**src/rtl/cpu_defs_pkg.sv**
```systemverilog
// Shared constants for the MIPS pipeline front end.
// Word size and the canonical NOP/zero words used when bubbling pipeline registers.
package cpu_defs;
  localparam logic [31:0] RESET_PC   = 32'h0000_0000;
  localparam logic [31:0] NOP_INST   = 32'h0000_0000;  // sll $0,$0,0
  localparam logic [31:0] ZERO_WORD  = 32'h0000_0000;
  localparam logic [31:0] WORD_BYTES = 32'd4;
endpackage

```
**src/rtl/if_stage_pc_reg.sv**
```systemverilog
// Program counter, instruction-memory enable and the branch redirect held across stalls.
// A redirect arriving while IF is stalled is parked in pend_* and applied on release.
module pc_reg #(
  parameter logic [31:0] RESET_PC = cpu_defs::RESET_PC
) (
  input  logic        clk,
  input  logic        rst,
  input  logic        stall_if,
  input  logic        branch_flag,
  input  logic [31:0] branch_target,
  input  logic        flush,
  input  logic [31:0] flush_pc,
  output logic [31:0] pc,
  output logic        ce
);
  import cpu_defs::*;

  logic        pend_valid;
  logic [31:0] pend_target;

  always_ff @(posedge clk) begin
    if (rst) begin
      pc          <= RESET_PC;
      ce          <= 1'b0;
      pend_valid  <= 1'b0;
      pend_target <= ZERO_WORD;
    end else begin
      ce <= 1'b1;
      // pc is frozen until the memory is enabled, so RESET_PC is always fetched first
      if (ce) begin
        if (flush) begin
          pc         <= flush_pc;
          pend_valid <= 1'b0;
        end else if (stall_if) begin
          if (branch_flag) begin
            pend_valid  <= 1'b1;
            pend_target <= branch_target;
          end
        end else if (pend_valid) begin
          pc         <= pend_target;
          pend_valid <= 1'b0;
        end else if (branch_flag) begin
          pc <= branch_target;
        end else begin
          pc <= pc + WORD_BYTES;
        end
      end
    end
  end
endmodule

```
**src/rtl/if_stage.sv**
```systemverilog
// MIPS instruction-fetch stage: drives the instruction memory and captures its word into IF/ID.
// The delay-slot word fetched alongside a taken branch is kept, never squashed.
module if_stage #(
  parameter logic [31:0] RESET_PC = cpu_defs::RESET_PC,
  parameter logic [31:0] NOP_INST = cpu_defs::NOP_INST
) (
  input  logic        clk,
  input  logic        rst,
  input  logic        stall_if,
  input  logic        stall_id,
  input  logic        branch_flag,
  input  logic [31:0] branch_target,
  input  logic        flush,
  input  logic [31:0] flush_pc,
  input  logic [31:0] inst_rom_data,
  output logic        inst_rom_ce,
  output logic [31:0] inst_rom_addr,
  output logic [31:0] id_pc,
  output logic [31:0] id_inst,
  output logic        id_valid,
  output logic        id_excp_adel
);
  import cpu_defs::*;

  logic [31:0] pc;
  logic        ce;

  pc_reg #(.RESET_PC(RESET_PC)) u_pc_reg (
    .clk           (clk),
    .rst           (rst),
    .stall_if      (stall_if),
    .branch_flag   (branch_flag),
    .branch_target (branch_target),
    .flush         (flush),
    .flush_pc      (flush_pc),
    .pc            (pc),
    .ce            (ce)
  );

  assign inst_rom_addr = pc;
  assign inst_rom_ce   = ce;

  always_ff @(posedge clk) begin
    if (rst || flush) begin
      id_pc        <= ZERO_WORD;
      id_inst      <= NOP_INST;
      id_valid     <= 1'b0;
      id_excp_adel <= 1'b0;
    end else if (!stall_id) begin
      if (stall_if || !ce) begin
        id_pc        <= ZERO_WORD;
        id_inst      <= NOP_INST;
        id_valid     <= 1'b0;
        id_excp_adel <= 1'b0;
      end else begin
        // a misaligned fetch still occupies the slot so the AdEL reaches ID with its PC
        id_pc        <= pc;
        id_valid     <= 1'b1;
        id_excp_adel <= (pc[1:0] != 2'b00);
        id_inst      <= (pc[1:0] == 2'b00) ? inst_rom_data : NOP_INST;
      end
    end
  end
endmodule

```
**config.mk**
```make
export PLATFORM = sky130hd
export DESIGN_NAME = if_stage
export DESIGN_NICKNAME = d
export VERILOG_FILES = /design/src/rtl/cpu_defs_pkg.sv /design/src/rtl/if_stage_pc_reg.sv /design/src/rtl/if_stage.sv
export SDC_FILE = /design/constraint.sdc
export NUM_CORES = 1
export LEC_CHECK = 0
export ABC_AREA = 0
export CAP_MARGIN = 20
export CORE_ASPECT_RATIO = 0.9
export CORE_UTILIZATION = 25
export CTS_BUF_LIST = sky130_fd_sc_hd__clkbuf_4
export DETAILED_ROUTE_END_ITERATION = 12
export GPL_TIMING_DRIVEN = 0
export PLACE_DENSITY = 0.51
export SYNTH_ARGS = -nofsm -noshare
export SYNTH_HDL_FRONTEND = slang
export SYNTH_SLANG_ARGS = --single-unit
```
**constraint.sdc**
```tcl
create_clock -name clk -period 4.2 [get_ports clk]
set_input_delay 0.63 -clock clk [delete_from_list [all_inputs] [get_ports clk]]
set_output_delay 0.63 -clock clk [all_outputs]
set_load 0.02 [all_outputs]
```
==> results.py, run 1 <==
metrics = {
    "layout": {
        "nets": 1082,
        "area_growth_pct": 43.3,
        "fin_area_mm2": 0.00876,
        "final_core_util_pct": 37.0,
        "final_layout_size_suffix_gt1_share_pct": 6.35,
        "instances_no_fill": 1294,
        "n_antenna_cell": 0,
    },
    "worst_setup_path": {
        "critPathArrivalTime_ns": 3.03,
        "setup.worst_path.end": "u_pc_reg.pc[15]",
        "r2r-start": "u_pc_reg.pc[2]",
        "critPathKind": "input pin to register",
        "crit_chain": "clkdlybuf4s50_1 > buf_1 > buf_1 > nand2_1 > o21ai_0 > a31oi_1 > o31ai_1",
        "max_stage_delay_ns": 0.54,
        "r2r_slack_ns": 1.83,
        "rr_endpoint": "u_pc_reg.pc[12]",
        "cp_common_cell": "buf_1",
        "rr_worst_depth": 6,
        "critical_path.max_fanout": 10,
        "cp_slowest_cell": "clkdlybuf4s50_1",
        "crit_path_start": "branch_flag",
        "start_kind": "input pin",
        "worst_ep_required_time_ns": 4.67,
        "endpoint_kind": "register",
    },
    "route": {
        "firstDrtPassIters": 5,
        "viasPerCell": 5.08,
        "remaining_drc_errors": 0,
        "drt_iter0_drc": 544,
        "vias": 6579,
        "drt-total-wl_um": 24800,
        "ant_nets": 0,
        "wire_per_inst_um": 19.2,
    },
    "synth": {
        "synth_nets": 864,
        "synthCells": 761,
        "synth.area.top_cells": "dfxtp_1 (43%), a22oi_1 (8.2%), nand2_1 (7.2%)",
        "netlist.area_leader.share_pct": 43.2,
        "synth_edf_count": 0,
        "ys_ff_latch": 132,
        "async_reset_ff_share_pct": 0,
        "synth_common_cells": "dfxtp_1 (132), nand2_1 (118), nor2_1 (90)",
        "synth_cell_type_count": 66,
        "seq_area_frac_synth_pct": 43.2,
        "yosysTopAreaCell": "dfxtp_1",
        "avgSynthCellArea_um2": 8.03,
        "syn_area_mm2": 0.00611,
        "synth_warnings": 0,
        "synth.most_common_cell": "dfxtp_1",
        "synth_ff_type": "dfxtp_1",
    },
    "sta": {
        "timing.final.crit_share_pct": 60.9,
        "fmax_mhz": 391,
        "setup_ws_ns": 1.64,
        "min_period_ns": 2.56,
        "finalHoldViolCount": 0,
        "skew_ns": 0.0275,
        "hold-worst-slack_ns": 0.370,
        "rsz0062_at_grt": "no",
        "worst_slew_pin_slew_ns": 0.634,
        "slew_viol_final": 0,
        "setup_tns_ns": 0,
        "setup_viol": 0,
        "maxSlewHeadroom_pct": 57.7,
    },
    "clock_tree": {
        "clockBufferDepth": 2,
        "post_cts_resized": 0,
        "numCtsBuffers": 17,
        "root_buffer": "clkbuf_4",
        "cts.sinks": 132,
        "hold_buffers": 0,
        "clk_pin_slew_ns": 0.14,
        "cts_max_level": 4,
        "cts_tree": "done",
        "cts_setup_buffers": 0,
        "clock_latency_ns": 0.57,
    },
    "run_status": {
        "status": "complete, no violations",
    },
    "placed_design": {
        "dp_hpwl_um": 19000,
        "place_area_mm2": 0.00848,
        "gp_congestion": 0.850,
        "pre_cts_slack_ns": 1.12,
        "dp.cells": 1262,
        "io_buffers": 199,
    },
    "hold_path": {
        "hp-class": "input pin to register",
        "min_path_cells": 2,
    },
    "floorplan": {
        "die_y_um": 150,
        "pin_count": 201,
        "start_util_pct": 25.8,
        "num_rows": 53,
        "dieArea_mm2": 0.0251,
        "core-area_mm2": 0.0237,
        "die_w_um": 167,
    },
    "global_route": {
        "antenna_found_initial": 0,
        "track_usage_pct": 19.9,
        "grt_pass1_vias": 6229,
        "overflow": 0,
        "grt_max_degree": 17,
        "grt_pass1_wl_um": 37900,
    },
    "job": {
        "cap_violations": 0,
    },
    "power": {
        "p_leak_nw": 2.97,
        "total_power_mw": 2.69,
        "vdd_ir_drop_max_mv": 0.128,
        "p_per_area_mw_per_mm2": 307,
    },
}
## power breakdown
group | leakage (nW) | total (mW) | switching (mW) | internal, mW
Sequential | 1.07 | 1.35 | 0.0579 | 1.29
Combinational | 1.76 | 0.472 | 0.258 | 0.214
Clock | 0.144 | 0.868 | 0.558 | 0.310
Total | 2.97 | 2.69 | 0.874 | 1.81
## worst min path at each step
| stage | start | endpoint | slack (ns) |
|---|---|---|---|
| 3_3_place_gp | u_pc_reg.pend_target[12] | u_pc_reg.pend_target[12] | 0.44 |
| 4_1_cts | rst | u_pc_reg.pend_target[0] | 0.33 |
| 3_5_place_dp | u_pc_reg.pend_target[13] | u_pc_reg.pend_target[13] | 0.44 |
| 2_1_floorplan | u_pc_reg.pend_target[13] | u_pc_reg.pend_target[13] | 0.43 |
| 5_1_grt | rst | u_pc_reg.pend_target[2] | 0.33 |
| 6_report | rst | u_pc_reg.pend_target[2] | 0.37 |
## worst max-delay path: cells and delay by family
kind	cells	cell delay [ns]
AO/OA/AOI/OAI	3	0.72
buffers and inverters	3	1.57
AND/OR/NAND/NOR	1	0.10
## cell families (layout without fill, tap and decap cells)
family                     after synthesis  after routing  synth area share, %
and+or+nand+nor                        296            296                 22.6
AOI/OAI and AO/OA                      238            238                 26.4
DFF                                    132            132                 43.2
buffers and inverters                   78            309                 5.14
xor gates and xnor gates                10             10                 1.43
muxes                                    6              6                 1.00
adders and majority gates                1              1                0.205
## cells in the final DEF, fill, tap and decap left out, types with 3 or more instances in the layout
master | Yosys | routed
nor2b_1 | 4 | 4
inv_1 | 13 | 13
or3_1 | 3 | 3
xnor2_1 | 4 | 4
nand2b_1 | 6 | 6
clkbuf_1 | 42 | 42
nor4_1 | 3 | 3
dfxtp_1 | 132 | 132
o22ai_1 | 6 | 6
nand3_1 | 18 | 18
a31oi_1 | 5 | 5
a22oi_1 | 67 | 67
inv_8 | 0 | 3
clkinv_4 | 0 | 3
nor2_1 | 90 | 90
o31ai_1 | 11 | 11
mux2i_1 | 5 | 5
a21oi_1 | 60 | 60
a221o_1 | 3 | 3
a221oi_1 | 8 | 8
nand2_1 | 118 | 118
a22o_1 | 3 | 3
o21ai_0 | 36 | 36
inv_6 | 0 | 4
nand4_1 | 9 | 9
a32o_1 | 6 | 6
buf_1 | 6 | 6
and4_1 | 3 | 3
clkbuf_4 | 0 | 17
xor2_1 | 6 | 6
o221ai_1 | 3 | 3
o311ai_0 | 3 | 3
clkdlybuf4s50_1 | 0 | 199
o211ai_1 | 3 | 3
nor3b_1 | 4 | 4
buf_2 | 16 | 16
nor3_1 | 16 | 16
and3_1 | 8 | 8
## area by class of cell
type                            instances  area (um^2)
Inverter                               13         48.8
Buffer                                 65          265
Clock buffer                           17          128
Multi-Input combinational cell        551         3150
Clock inverter                         15          148
Sequential cell                       132         2640
Tap cell                              302          378
Fill cell                            2476        14900
Timing Repair Buffer                  199         1990
## routing by layer
metal,vias to the layer above,GRT usage [%],part of all wire (%)
met1,3111,28.3,49
met3,13,4.13,6.1
met4,0,3.84,0.58
li1,3205,-,-
met5,-,0,0
met2,250,31.2,44
No activity file was read; power rests on OpenSTA's default activity.
==> inputs of run 2 (changes only) <==
==> constraint.sdc (replaced) <==
create_clock -name clk -period 2.5 [get_ports clk]
set_input_delay 0.375 -clock clk [delete_from_list [all_inputs] [get_ports clk]]
set_output_delay 0.375 -clock clk [all_outputs]
set_load 0.02 [all_outputs]
==> results of run 2 <==
The final DEF is identical to that of run 1. Status: complete, no violations.
Main changes from that run: setup slack after placement 1.12 ns -> -0.324 ns; setup slack after layout 1.64 ns -> 0.133 ns; hold slack 0.370 ns -> 0.115 ns; start point of the critical path branch_flag -> u_pc_reg.pc[2]; end point of the critical path u_pc_reg.pc[15] -> u_pc_reg.pc[12]; register-to-register setup slack 1.83 ns -> 0.13 ns; total power 2.69 mW -> 4.51 mW; worst IR drop on VDD 0.128 mV -> 0.215 mV
==> edit 1: new RTL, settings of run 2 <==
Reset style: asynchronous (`rst`), changed in one clocked block.
--- a/src/rtl/if_stage_pc_reg.sv
+++ b/src/rtl/if_stage_pc_reg.sv
@@ -18,7 +18,7 @@
   logic        pend_valid;
   logic [31:0] pend_target;
 
-  always_ff @(posedge clk) begin
+  always_ff @(posedge clk or posedge rst) begin
     if (rst) begin
       pc          <= RESET_PC;
       ce          <= 1'b0;
Behaviour: differs if rst is asserted again (counterexample within 4 cycles, from zero or initial values and one cycle with rst high); with rst held inactive, the same outputs for 4 cycles.
==> edit 1 against run 2 <==
Die area increased by 1.1%. Worst setup slack got worse by 17 ps. Cell count shrank 6.2%. Non-clock buffer count is 6 lower. Design area grew 2.3%. Routed wire length is 1.9% lower. Power up 21%. Synthesized area grew 1.1%. First-iteration DRC count down 20%. Largest cell class unchanged. Sequential share of layout area grew 3.1 points. Maximum frequency decreased by 0.72%. Sequential cell count did not move.
==> edit 1: results (changes against run 2) <==
NetSw=1.87 mW (+27%); placed cell area=8590 sq um (+1.3%); Port-buffer cells=198 (-0.50%); FF-to-FF setup slack=120 ps (-20 ps); Max stage delay on crit path=580 ps (-30 ps); Mapped Nets=775 (-10%); routed length on met3=1.82 mm (+21%); Max VDD drop=0.000274 V (+27%); global-route wire length before repair=36.7 mm (-3.3%); count of plain and timing-repair buffers=258 (-2.3%); Avg Synthesized Cell Area=9.20 sq um (+15%); pre-CTS worst setup slack=-559 ps (-235 ps); post-synth cell types=64 (-3.0%); WP data arrival=2860 ps (+50 ps); Final Wtd Congestion=0.812 (-4.5%); fraction of registers with async set/reset=50.0% (+50 points); fraction of area in registers=33.2% (+3.1 points); CTS resizes=5 (+5); mux contribution to synthesized area=6.48% (+5.5 points); # nets final=995 (-8.0%); Rows=54 (+1.9%); signal buffers share of area=25.3% (-0.53 points); actual slew at the worst max-slew pin=765 ps (+131 ps); final period demand of the worst path=2380 ps (+17.2 ps); met1 wire length=11.2 mm (-7.7%); status=finished, final reports clean; top area cells in the synthesized netlist=dfrtp_1 27%, dfxtp_1 21%, a22oi_1 7.8%
## edit 1: changes by cell type after synthesis, sizes merged, moves of 8 or more
cell | run 2 | this run
a211oi | 0 | 9
buf | 22 | 6
o31ai | 11 | 3
nand2 | 119 | 48
clkbuf | 43 | 51
dfrtp | 0 | 66
mux2 | 1 | 32
dfxtp | 132 | 66
a31oi | 5 | 13
a21oi | 60 | 31
## edit 1: path summary, 6_finish.rpt
kind / cells after the start / start / end
min in group clk: 4 / stall_id / id_excp_adel
max reg2reg: 6 / u_pc_reg.pc[14] / u_pc_reg.pc[19]
max in group asynchronous: 4 / rst / u_pc_reg.pc[5]
min reg2reg: 2 / u_pc_reg.pend_target[8] / u_pc_reg.pend_target[8]
min: 3 / rst / u_pc_reg.pend_target[22]
max: 6 / u_pc_reg.pc[14] / u_pc_reg.pc[19]
## edit 1: tightest hold or removal path, delay by kind of cell
family | cells | cell delay, ps
buffers and inverters | 3 | 740
==> edit 2: new RTL, flow settings as in run 2 <==
Without the edit above. Register the input `branch_target` before use. The logic sees it one clock later. The other inputs are not delayed to match.
--- a/src/rtl/if_stage.sv
+++ b/src/rtl/if_stage.sv
@@ -22,6 +22,12 @@
 );
   import cpu_defs::*;
 
+  logic [31:0] branch_target_q;
+
+  always_ff @(posedge clk) begin
+    branch_target_q <= branch_target;
+  end
+
   logic [31:0] pc;
   logic        ce;
 
@@ -30,7 +36,7 @@
     .rst           (rst),
     .stall_if      (stall_if),
     .branch_flag   (branch_flag),
-    .branch_target (branch_target),
+    .branch_target (branch_target_q),
     .flush         (flush),
     .flush_pc      (flush_pc),
     .pc            (pc),
Behaviour: not the same (a bounded check fails within 4 cycles, from zero or initial values and one cycle with rst high).
==> edit 2 against run 2 <==
Clock power grew 18%. Synthesized cell count grew 6.6%. Sequential cell count grew 32. Worst hold slack gained 110 ps. Cell count grew 8.0%. Power grew 18%. Synthesized area grew 12%. Via count grew 3.7%. Design area grew 9.7%. First-iteration DRC count grew 23%. Routed wire length grew 4.9%. Sequential power grew 25%. Worst setup slack gained 58 ps. Highest routed layer unchanged. Largest power group unchanged. Count of clock-buffer cells in the layout is the same.
==> edit 2: results (changes against run 2) <==
DPL Wire Length=20.0 mm (+5.0%); Max stage delay on crit path=600 ps; vias in the first global route=6224 (-0.080%); FF-to-FF Start=u_pc_reg.pc[3]; register area share after synthesis=47.9% (+4.7 points); global-route wire length before repair=38.7 mm (+2.1%); Tot GR Track Use=18.2% (-1.7 points); worst r2r dst=u_pc_reg.pc[30]; Mapped Nets=914 (+5.8%); post-synth cell types=61 (-7.6%); FF-to-FF setup slack=190 ps (+60 ps); initial antenna violation count=1 (+1); final wirelength=26.0 mm (+4.9%); NetSw=1.56 mW (+6.5%); share of cells above drive strength 1=6.81% (+0.46 points); status=finished, final reports clean; Worst path slowest cell=or4_4; Starting DRT DRC Count=667 (+23%); Max Fanout on Critical Path=6 (-2); top area cells in the synthesized netlist=dfxtp_1 48%, a22oi_1 7.6%, nand2_1 6.9%; Max VDD drop=0.000284 V (+32%); Final Wtd Congestion=0.846 (-0.52%); # nets final=1134 (+4.8%); Port-buffer cells=198 (-0.50%); list of most frequent post-synthesis cells=164 x dfxtp_1, 126 x nand2_1, 94 x nor2_1; detailed-route vias per instance=4.88 (-4.0%); WP data arrival=2780 ps (-30 ps); static leakage=3.25 nW (+9.4%); Worst Skew=21.6 ps (-5.90 ps)
## edit 2: worst min path at each step
stage	end	depth (start not counted)	start	slack, ps
4_1_cts	branch_target_q[23]	1	branch_target[23]	190
2_1_floorplan	branch_target_q[0]	0	branch_target[0]	400
5_1_grt	branch_target_q[23]	1	branch_target[23]	170
3_5_place_dp	u_pc_reg.pend_target[9]	2	u_pc_reg.pend_target[9]	450
3_3_place_gp	u_pc_reg.pend_target[0]	2	u_pc_reg.pend_target[0]	440
6_report	branch_target_q[6]	1	branch_target[6]	230
## edit 2: cell families after synthesis
kind of cell / count (synthesis) / synth area share (%)
AOI/OAI and AO/OA: 249 / 24.4
muxes: 5 / 0.731
and+or+nand+nor: 303 / 20.4
buffers and inverters: 82 / 5.43
adders and majority gates: 1 / 0.183
xor gates and xnor gates: 7 / 0.895
DFF: 164 / 47.9
## edit 2: final cells by class
class	count	area, sq um
Sequential cell	164	3280
Inverter	17	63.8
Antenna cell	1	2.50
Timing Repair Buffer	201	2000
Clock inverter	14	174
Clock buffer	17	128
Tap cell	354	443
Buffer	65	309
Multi-Input combinational cell	565	3200
Fill cell	2854	17400
## edit 2: worst register-to-register path, cell delays in order (launching register included)
cell	delay [ps]
dfxtp_1	490
ha_1	270
nand4_1	230
or4_4	600
nor4_4	280
o31ai_1	100
a22o_1	250
## edit 2: layer usage
metal	vias up	wire, um	GRT usage (%)
met3	17	1810	3.63
met4	0	212	3.49
met2	288	11300	27.7
met5	-	0	0
met1	3171	12700	26.5
li1	3346	-	-
## edit 2: repair_timing
action,CTS,global route
pin swaps,0,1
endpoints found under the setup margin,1,32
gates cloned,0,0
setup buffers,0,3
resized for setup,1,3
## edit 2: through the flow
stage | hold slack, ps | setup TNS, ps | area, sq um | setup WS (ps) | std cells
4_1_cts | 189 | 0 | 9580 | 62.2 | 1394
5_1_grt | 174 | 0 | 9610 | 60.0 | 1398
3_3_place_gp | 438 | -21010 | 9270 | -416 | 1363
2_1_floorplan | 403 | 0 | 6850 | 372 | 811
3_5_place_dp | 446 | -19170 | 9270 | -419 | 1363
6_report | 229 | 0 | 9610 | 191 | 1398
## edit 2: power groups by stage
stage	logic, mW	clock network, mW	registers [mW]
floorplan	0.316	0	2.88
global placement	0.773	0	2.87
detailed placement	0.773	0	2.87
CTS	0.776	1.79	2.81
global route	0.834	1.90	2.83
finish	0.777	1.73	2.82
